===== config.mk =====
export PLATFORM = sky130hd
export DESIGN_NAME = mc_controller
export DESIGN_NICKNAME = d
export VERILOG_FILES = /design/src/rtl/mc_ctrl_pkg.sv /design/src/rtl/cond_unit.sv /design/src/rtl/mc_controller.sv
export SDC_FILE = /design/constraint.sdc
export NUM_CORES = 1
export LEC_CHECK = 0
export BUFFER_PORTS_ARGS = -buffer_cell sky130_fd_sc_hd__buf_2
export CORE_MARGIN = 5
export CORE_UTILIZATION = 45
export DETAILED_ROUTE_END_ITERATION = 6
export PLACE_DENSITY = 0.76
export SYNTH_ARGS = -nofsm -noshare
export SYNTH_HDL_FRONTEND = slang
export SYNTH_HIERARCHICAL = 1
export SYNTH_SLANG_ARGS = --single-unit

===== constraint.sdc =====
create_clock -name clk -period 1.95 [get_ports clk]
set_input_delay 0 -clock clk [delete_from_list [all_inputs] [get_ports clk]]
set_output_delay 0 -clock clk [all_outputs]
set_load 0.02 [all_outputs]

===== src/rtl/mc_ctrl_pkg.sv =====
// Shared types and constants for the multicycle ARM-subset controller:
// FSM state encoding, condition codes, data-processing commands and the
// ALUControl encodings, plus a command decoder used by the top level.
package mc_ctrl_pkg;

  typedef enum logic [3:0] {
    FETCH,
    DECODE,
    MEMADR,
    MEMREAD,
    MEMWB,
    MEMWRITE,
    EXECR,
    EXECI,
    ALUWB,
    BRANCH
  } state_t;

  // Instruction classes from Op
  localparam logic [1:0] OP_DP  = 2'b00;
  localparam logic [1:0] OP_MEM = 2'b01;
  localparam logic [1:0] OP_BR  = 2'b10;

  // ARM condition codes
  localparam logic [3:0] COND_EQ = 4'h0;
  localparam logic [3:0] COND_NE = 4'h1;
  localparam logic [3:0] COND_CS = 4'h2;
  localparam logic [3:0] COND_CC = 4'h3;
  localparam logic [3:0] COND_MI = 4'h4;
  localparam logic [3:0] COND_PL = 4'h5;
  localparam logic [3:0] COND_VS = 4'h6;
  localparam logic [3:0] COND_VC = 4'h7;
  localparam logic [3:0] COND_HI = 4'h8;
  localparam logic [3:0] COND_LS = 4'h9;
  localparam logic [3:0] COND_GE = 4'hA;
  localparam logic [3:0] COND_LT = 4'hB;
  localparam logic [3:0] COND_GT = 4'hC;
  localparam logic [3:0] COND_LE = 4'hD;
  localparam logic [3:0] COND_AL = 4'hE;

  // Data-processing commands (Funct[4:1])
  localparam logic [3:0] CMD_AND = 4'b0000;
  localparam logic [3:0] CMD_EOR = 4'b0001;
  localparam logic [3:0] CMD_SUB = 4'b0010;
  localparam logic [3:0] CMD_ADD = 4'b0100;
  localparam logic [3:0] CMD_TST = 4'b1000;
  localparam logic [3:0] CMD_CMP = 4'b1010;
  localparam logic [3:0] CMD_ORR = 4'b1100;
  localparam logic [3:0] CMD_MOV = 4'b1101;

  // ALUControl encodings (zero-extended to the port width)
  localparam int unsigned ALU_W = 3;
  localparam logic [ALU_W-1:0] ALU_ADD = 3'd0;
  localparam logic [ALU_W-1:0] ALU_SUB = 3'd1;
  localparam logic [ALU_W-1:0] ALU_AND = 3'd2;
  localparam logic [ALU_W-1:0] ALU_ORR = 3'd3;
  localparam logic [ALU_W-1:0] ALU_EOR = 3'd4;
  localparam logic [ALU_W-1:0] ALU_MOV = 3'd5;

  typedef struct packed {
    logic             valid;     // recognised command
    logic             no_write;  // compare/test: result not written back
    logic             nz_only;   // logical op: only N and Z are updated
    logic [ALU_W-1:0] ctrl;
  } alu_dec_t;

  // Map a data-processing command to its ALU operation and write-back attributes
  function automatic alu_dec_t decode_cmd(input logic [3:0] cmd);
    alu_dec_t d;
    d.valid    = 1'b1;
    d.no_write = 1'b0;
    d.nz_only  = 1'b0;
    d.ctrl     = ALU_ADD;
    case (cmd)
      CMD_ADD: d.ctrl = ALU_ADD;
      CMD_SUB: d.ctrl = ALU_SUB;
      CMD_AND: begin d.ctrl = ALU_AND; d.nz_only = 1'b1; end
      CMD_ORR: begin d.ctrl = ALU_ORR; d.nz_only = 1'b1; end
      CMD_EOR: begin d.ctrl = ALU_EOR; d.nz_only = 1'b1; end
      CMD_CMP: begin d.ctrl = ALU_SUB; d.no_write = 1'b1; end
      CMD_TST: begin d.ctrl = ALU_AND; d.no_write = 1'b1; d.nz_only = 1'b1; end
      CMD_MOV: begin d.ctrl = ALU_MOV; d.nz_only = 1'b1; end
      default: d.valid = 1'b0;
    endcase
    return d;
  endfunction

endpackage


===== src/rtl/cond_unit.sv =====
// Evaluates an ARM condition field against the stored NZCV flags.
// Condition 1111 never passes.
module cond_unit
  import mc_ctrl_pkg::*;
(
  input  logic [3:0] Cond,
  input  logic [3:0] Flags,
  output logic       pass
);

  logic n, z, c, v;
  assign {n, z, c, v} = Flags;

  // Combinational condition check
  always_comb begin
    pass = 1'b0;
    case (Cond)
      COND_EQ: pass = z;
      COND_NE: pass = ~z;
      COND_CS: pass = c;
      COND_CC: pass = ~c;
      COND_MI: pass = n;
      COND_PL: pass = ~n;
      COND_VS: pass = v;
      COND_VC: pass = ~v;
      COND_HI: pass = c & ~z;
      COND_LS: pass = ~c | z;
      COND_GE: pass = (n == v);
      COND_LT: pass = (n != v);
      COND_GT: pass = ~z & (n == v);
      COND_LE: pass = z | (n != v);
      COND_AL: pass = 1'b1;
      default: pass = 1'b0;
    endcase
  end

endmodule


===== src/rtl/mc_controller.sv =====
// Multicycle ARM-subset control unit: sequencing FSM, flag register,
// condition latch and per-state datapath control.
module mc_controller
  import mc_ctrl_pkg::*;
#(
  parameter int ALUCTRL_W = 3,  // must be at least 3
  parameter bit MEM_WAIT  = 1'b1
) (
  input  logic                 clk,
  input  logic                 reset,
  input  logic [19:0]          Instr,
  input  logic [3:0]           ALUFlags,
  input  logic                 MemReady,
  output logic                 PCWrite,
  output logic                 MemWrite,
  output logic                 RegWrite,
  output logic                 IRWrite,
  output logic                 AdrSrc,
  output logic [1:0]           RegSrc,
  output logic [1:0]           ALUSrcA,
  output logic [1:0]           ALUSrcB,
  output logic [1:0]           ResultSrc,
  output logic [1:0]           ImmSrc,
  output logic [ALUCTRL_W-1:0] ALUControl
);

  // Instruction fields (port bit i is instruction bit i+12)
  logic [3:0] cond;
  logic [1:0] op;
  logic [5:0] funct;
  logic       unused_instr;
  assign cond         = Instr[19:16];
  assign op           = Instr[15:14];
  assign funct        = Instr[13:8];
  assign unused_instr = ^Instr[7:0];

  logic mem_ready;
  assign mem_ready = MEM_WAIT ? MemReady : 1'b1;

  state_t     state_q, state_d;
  logic [3:0] flags_q, flags_d;
  logic       cond_ex_q, cond_ex_d;
  logic       cond_pass;
  alu_dec_t   dec;
  logic       in_exec;

  assign dec     = decode_cmd(funct[4:1]);
  assign in_exec = (state_q == EXECR) || (state_q == EXECI);

  cond_unit u_cond (
    .Cond  (cond),
    .Flags (flags_q),
    .pass  (cond_pass)
  );

  // State, flags and condition latch; reset abandons any instruction in flight
  always_ff @(posedge clk or negedge reset) begin
    if (!reset) begin
      state_q   <= FETCH;
      flags_q   <= 4'b0000;
      cond_ex_q <= 1'b0;
    end else begin
      state_q   <= state_d;
      flags_q   <= flags_d;
      cond_ex_q <= cond_ex_d;
    end
  end

  // Condition is frozen at DECODE so this instruction's own flag update cannot regate it
  always_comb begin
    cond_ex_d = (state_q == DECODE) ? cond_pass : cond_ex_q;
  end

  // Flag capture at the end of the execute cycle
  always_comb begin
    flags_d = flags_q;
    if (in_exec && funct[0] && cond_ex_q && dec.valid) begin
      if (dec.nz_only) flags_d[3:2] = ALUFlags[3:2];
      else             flags_d      = ALUFlags;
    end
  end

  // Next-state sequencing
  always_comb begin
    state_d = state_q;
    case (state_q)
      FETCH:    if (mem_ready) state_d = DECODE;
      DECODE: begin
        case (op)
          OP_DP:   state_d = funct[5] ? EXECI : EXECR;
          OP_MEM:  state_d = MEMADR;
          OP_BR:   state_d = BRANCH;
          default: state_d = FETCH;
        endcase
      end
      MEMADR:   state_d = funct[0] ? MEMREAD : MEMWRITE;
      MEMREAD:  if (mem_ready) state_d = MEMWB;
      MEMWRITE: if (mem_ready) state_d = FETCH;
      EXECR,
      EXECI:    state_d = ALUWB;
      default:  state_d = FETCH;
    endcase
  end

  logic             pc_write_raw, mem_write_raw, reg_write_raw, ir_write_raw;
  logic [ALU_W-1:0] alu_sel;

  // Per-state datapath selects and unqualified strobes
  always_comb begin
    pc_write_raw  = 1'b0;
    mem_write_raw = 1'b0;
    reg_write_raw = 1'b0;
    ir_write_raw  = 1'b0;
    AdrSrc        = 1'b0;
    ALUSrcA       = 2'b00;
    ALUSrcB       = 2'b00;
    ResultSrc     = 2'b00;
    alu_sel       = ALU_ADD;
    case (state_q)
      FETCH: begin
        ALUSrcA      = 2'b01;
        ALUSrcB      = 2'b10;
        ResultSrc    = 2'b10;
        ir_write_raw = mem_ready;
        pc_write_raw = mem_ready;
      end
      DECODE: begin
        ALUSrcA   = 2'b01;
        ALUSrcB   = 2'b10;
        ResultSrc = 2'b10;
      end
      MEMADR:   ALUSrcB = 2'b01;
      MEMREAD:  AdrSrc  = 1'b1;
      MEMWRITE: begin
        AdrSrc        = 1'b1;
        mem_write_raw = cond_ex_q;
      end
      MEMWB: begin
        ResultSrc     = 2'b01;
        reg_write_raw = cond_ex_q;
      end
      EXECR:    alu_sel = dec.ctrl;
      EXECI: begin
        ALUSrcB = 2'b01;
        alu_sel = dec.ctrl;
      end
      ALUWB:    reg_write_raw = cond_ex_q & dec.valid & ~dec.no_write;
      BRANCH: begin
        ALUSrcA      = 2'b10;
        ALUSrcB      = 2'b01;
        ResultSrc    = 2'b10;
        pc_write_raw = cond_ex_q;
      end
      default: ;
    endcase
  end

  // Strobes are forced low for as long as reset is held
  assign PCWrite  = pc_write_raw  & reset;
  assign MemWrite = mem_write_raw & reset;
  assign RegWrite = reg_write_raw & reset;
  assign IRWrite  = ir_write_raw  & reset;

  assign ImmSrc     = op;
  assign RegSrc     = {op == OP_MEM, op == OP_BR};
  assign ALUControl = ALUCTRL_W'(alu_sel);

endmodule


# ---- Word level (Yosys, flattened, before mapping)
# Index checks and enable logic that the tools add are counted.
dict set report word_totals {
  regBits 9
  in_bits 27
  word_cells 98
}
dict set report op_classes {
  eq_ne 37
  mux 21
  bitwise 16
  reduce_logical 20
}
# operator n
set ops {}
lappend ops {{$eq A4 B4 Y1 const B} 13}
lappend ops {{$eq A4 B3 Y1 const B} 9}
lappend ops {{$pmux W4 S6} 1}
lappend ops {{$eq A4 B2 Y1 const B} 5}
lappend ops {{$pmux W1 S15} 1}
lappend ops {{$pmux W3 S5} 1}
lappend ops {{$eq A4 B1 Y1 const B} 3}
lappend ops {{$logic_not A4 Y1} 3}
lappend ops {{$mux W4} 3}
lappend ops {{$pmux W2 S2} 3}
lappend ops {{$pmux W4 S3} 1}
lappend ops {{$reduce_or A2 Y1} 6}
lappend ops {{$and A1 B1 Y1} 8}
lappend ops {{$reduce_or A8 Y1} 1}
lappend ops {{$mux W1} 7}
lappend ops {{$mux W3} 2}
lappend ops {{$ne A2 B2 Y1 const B} 3}
lappend ops {{$not A1 Y1} 6}
lappend ops {{$reduce_or A3 Y1} 2}
lappend ops {{$reduce_or A5 Y1} 1}
lappend ops {{$pmux W1 S2} 2}
lappend ops {{$logic_and A1 B1 Y1} 3}
lappend ops {{$reduce_and A3 Y1} 1}
lappend ops {{$eq A2 B1 Y1 const B} 1}
lappend ops {{7 further kinds} 8}

# ---- Logic depth before layout (Yosys ltp)
dict set report depth {
  depth_word 7
  depth_mapped 6
  ltp_nobuf 5
}

# ---- Cells and area by module
# The synthesis kept the hierarchy.
# mod instances cells_per_inst area_per_inst_um2 seq_area_each_um2
set modules_own_cells {}
lappend modules_own_cells {mc_controller 1 87 723.2 225.2}
lappend modules_own_cells {cond_unit 1 28 193.9 0.0}

# ---- Least setup slack after synthesis
# OpenSTA, ideal clock, no wires.
dict set report synth_path {
  kind {reg-to-reg}
  start {reg flags_q[3]}
  end {reg cond_ex_q}
  setup_ps 125
  arrival_time_ps 1486
  required_ps 1825
  slack_ps 339
  path_stages_with_launch 6
  n_path_buf 0
  period_less_slack_ps 1611
  path_cell_list {dfrtp_1 > xnor2_2 > o22ai_1 > a211o_1 > a211o_1 > mux2_2}
}
dict set report synth_between {
  elab_chain_cells 3
  word_cells_on_any_way 6
  classes_between {eq/ne (2); mux (1); bitwise (3)}
}
# element line_no
set synth_rtl {}
lappend synth_rtl {{from (decl)} mc_controller.sv:41} ;# logic [3:0] flags_q, flags_d;
lappend synth_rtl {{from (signal assigned)} mc_controller.sv:64} ;# flags_q <= flags_d;
lappend synth_rtl {{$ne A1 B1 Y1 / $eq A1 B1 Y1 (equally long branches)} n/a}
lappend synth_rtl {{$or A1 B1 Y1 / $and A1 B1 Y1 (equally long branches)} {cond_unit.sv:31, cond_unit.sv:30}}
lappend synth_rtl {{$pmux W1 S15 *} cond_unit.sv:17} ;# case (Cond)
lappend synth_rtl {{via cond_pass} mc_controller.sv:43} ;# logic cond_pass;
lappend synth_rtl {{to (signal assigned)} mc_controller.sv:65} ;# cond_ex_q <= cond_ex_d;
lappend synth_rtl {{to (decl)} mc_controller.sv:42} ;# logic cond_ex_q, cond_ex_d;
# Mark *: on every way through the listed nets, which the timed path passes. The rest lies on a longest branch.
# A chain may end at the register's enable or synchronous reset.

# ---- Worst setup path in the final report
dict set report layout_path {
  start {reg state_q[2]}
  end {out RegWrite}
}
dict set report layout_between {
  elab_chain_cells 3
  word_cells_on_any_way 4
  classes_between {eq/ne (2); mux (1); bitwise (1)}
}
# element line_no
set layout_rtl {}
lappend layout_rtl {{from (decl)} mc_controller.sv:40} ;# state_t state_q, state_d;
lappend layout_rtl {{from (signal assigned)} mc_controller.sv:63} ;# state_q <= state_d;
lappend layout_rtl {{$eq A4 B4 Y1 / $eq A4 B3 Y1 (equally long branches)} mc_controller.sv:119} ;# case (state_q)
lappend layout_rtl {{$pmux W1 S2 *} mc_controller.sv:119}
lappend layout_rtl {{$and A1 B1 Y1 *} mc_controller.sv:161} ;# assign RegWrite = reg_write_raw & reset;
lappend layout_rtl {{to (decl)} mc_controller.sv:16} ;# output logic RegWrite,
# Every way passes the cells marked *; elsewhere a longest branch is shown, timed or not.

==> results.toml <==
[synthesis]
synth_compound_area_frac = 0.202
synth-adder-area-share = 0
synth-seq-cells = 9
syn_area_per_cell_um2 = 7.98
ys_types = 40
synth_top_area_cell = "dfrtp_1"
muxShareOfSynthArea = 0.0778
syn_area_um2 = 917
seq_area_frac_synth = 0.246
synth_top_family_by_area = "simple AND/OR/NAND/NOR gates"
syn_nets = 142
synth_cells = 115
yosysWarnings = 6
synth_xor_area_frac = 0.0559
netlist_top_cells_area = "dfrtp_1, mux2_2, nor2_1"
yosys.area_share.simple = 0.351
synth_top_area_share = 0.246

[timing]
rsz0062_at_grt = "false"
clock_skew_ps = 10.5
final.period_utilization = 0.875
clock.fmax_ghz = 0.586
worst_slack_ps = 244
tns_ps = 0
hold_viol = 0
slew_headroom = 0.788
final.min_clock_period_ps = 1710
tightest_slew_ps = 318
setup_viol = 0
final_max_slew_viol_count = 0

[floorplan]
num_io_pins = 45
fp-row-count = 16
dieArea_mm2 = 0.00304
start_util = 0.467
die_y_um = 55.1
fp.dieW_um = 55.1
core_area_mm2 = 0.00196

[cells_and_area]
fill_cells = 187
drive_gt1_frac = 0.357
layout_common_cells = "buf_2, nor2_1, nand2_1, dfrtp_1, a21oi_1"
final_area_mm2 = 0.00118
fin_nets = 182
layout.cells.non_filler = 181
layout_commonest_cell = "buf_2"
syn2layout_area_growth_pct = 28.5
n_antenna_cell = 0
register_area_um2 = 225
multiInputGateArea_um2 = 629

[power]
power_switching_uw = 633
vdd_ir_drop_max_mv = 0.754
p_leak_uw = 0.000564
p_int_uw = 716
swShare = 0.469
power.share.clock = 0.104
pwr-share-seq = 0.268
powerDensity_mw_per_mm2 = 1140
p_comb_frac = 0.628

[run]
maxCapViolCount = 0

[cts]
cts-htree-levels = 1
postCtsSetupBuffers = 0
clockBufferDepth = 2
tritoncts = "yes"
numCtsBuffers = 3
clkLatencyLatePin_ps = 250
clockRootBuffer = "clkbuf_4"
clock-sinks = 9
clk_pin_slew_ps = 70

[worst_setup_path]
start_kind = "flop"
regToRegSetupSlack_ps = 250
cp_data_required_time_ps = 1950
max_stage_delay_ps = 380
worstPathArrival_ps = 1710
crit_buf_inv = 2
crit_slowest_cell = "dfrtp_1"
critPathKind = "flop to output port"
endpoint_kind = "output port"
cp_top_family = "compound AO/OA/AOI/OAI gates"
crit_fanout = 14
crit_chain = "buf_4, nor2b_1, o2111ai_1, a2111oi_2, buf_2"

[placed_design]
dpl.cell_count = 172
place.gp.congestion = 0.795
dp_hpwl_mm = 1.69
pre_cts_slack_ps = 239
placed_area_mm2 = 0.00110
io_buffers = 36

[drt]
first_pass_iters = 4
wl_per_cell_um = 12.1
drtIter0Drc = 22
wirelength_mm = 2.19
vias = 968
vias_per_cell = 5.35
drc = 0
ant_nets = 0

[grt]
antenna_found_initial = 0
grt_util_all_layers = 0.163
grt_pass1_vias = 910
grt_pass1_wl_mm = 3.70
grt_max_degree = 15
grt.overflow.total = 0

[hold_path]
hold_class = "input pin to async pin"

[status]
outcome = "finished clean"
==> logic make-up (layout without fill, tap and decap cells) <==
| group | after synthesis | count (layout) |
|---|---|---|
| AO/OA/AOI/OAI | 26 | 26 |
| buffers and inverters | 12 | 51 |
| flip-flops | 9 | 9 |
| AND/OR/NAND/NOR | 57 | 57 |
| multiplexers | 6 | 6 |
| XOR/XNOR | 5 | 5 |
==> area by class of cell <==
cell class / instances / area share
timing repair buffer: 44 / 0.214
multi-input combinational: 94 / 0.534
inverter: 3 / 0.00955
sequential: 9 / 0.191
tap: 27 / 0.0287
clock buffer: 4 / 0.0223
==> final timing paths <==
check	endpoint	depth (start not counted)	start
max	RegWrite	5	state_q[2]
min	state_q[0]	2	reset
max reg2reg	cond_ex_q	5	flags_q[3]
min reg2reg	cond_ex_q	1	cond_ex_q
max in group asynchronous	state_q[2]	2	reset
min in group clk	state_q[3]	3	Instr[15]
==> Yosys cell counts <==
library cell / number
a2111oi_2: 1
a211o_1: 3
a21oi_1: 8
a221oi_1: 1
a22oi_1: 1
a2bb2oi_1: 1
a32oi_1: 1
and2b_1: 1
and2b_2: 1
and3b_1: 1
and3b_2: 1
buf_2: 5
buf_4: 3
clkbuf_1: 1
dfrtp_1: 9
inv_1: 3
mux2_2: 5
mux2_4: 1
nand2_1: 11
nand2b_1: 6
nand3_1: 2
nand3b_1: 3
nor2_1: 12
nor2b_1: 4
nor3_1: 7
nor3_4: 1
nor3b_1: 2
nor3b_2: 1
nor4_1: 2
o2111ai_1: 1
o211ai_1: 2
o21ai_0: 2
o21bai_1: 1
o22ai_1: 1
o31ai_1: 3
or2_2: 1
or2b_1: 1
xnor2_1: 2
xnor2_2: 1
xor2_1: 2
==> timing repair <==
item / CTS / global route
hold buffers: 5 / 0
endpoints found under the hold margin: 13 / 0
resized for setup: 0 / 0
==> state kept, by name (all words and copies together), names as in the netlist <==
signal	count
flags_q	4
state_q	4
cond_ex_q	1
==> stage by stage <==
stage | hold slack (ps) | power, uW | util
5_1_grt | 162 | 1460 | 0.601
6_report | 136 | 1350 | 0.601
2_1_floorplan | -296 | 1000 | -
3_5_place_dp | -130 | 1200 | 0.562
3_3_place_gp | -134 | 1180 | 0.562
4_1_cts | 128 | 1350 | 0.601
==> worst reg2reg max path, stage by stage (launching register included) <==
cell and delay, ps:
dfrtp_1 450, xnor2_2 230, o22ai_1 120, a211o_1 290, a211o_1 250, mux2_2 250
==> layer usage <==
layer  track usage  routed length (um)  vias to the layer above
met2         0.293                1080                       25
met3        0.0161                 117                        2
met1         0.205                 976                      454
met4        0.0486                  12                        0
met5             0                   0                        -
li1              -                   -                      487
==> power groups by stage <==
stage	Clock (uW)	Sequential, uW	Combinational [uW]
after CTS	146	359	850
after global placement	0	359	820
final	140	362	848
after global routing	156	374	933
after floorplan	0	329	673
after detailed placement	0	362	841
Power figures use the tool's default switching activity.
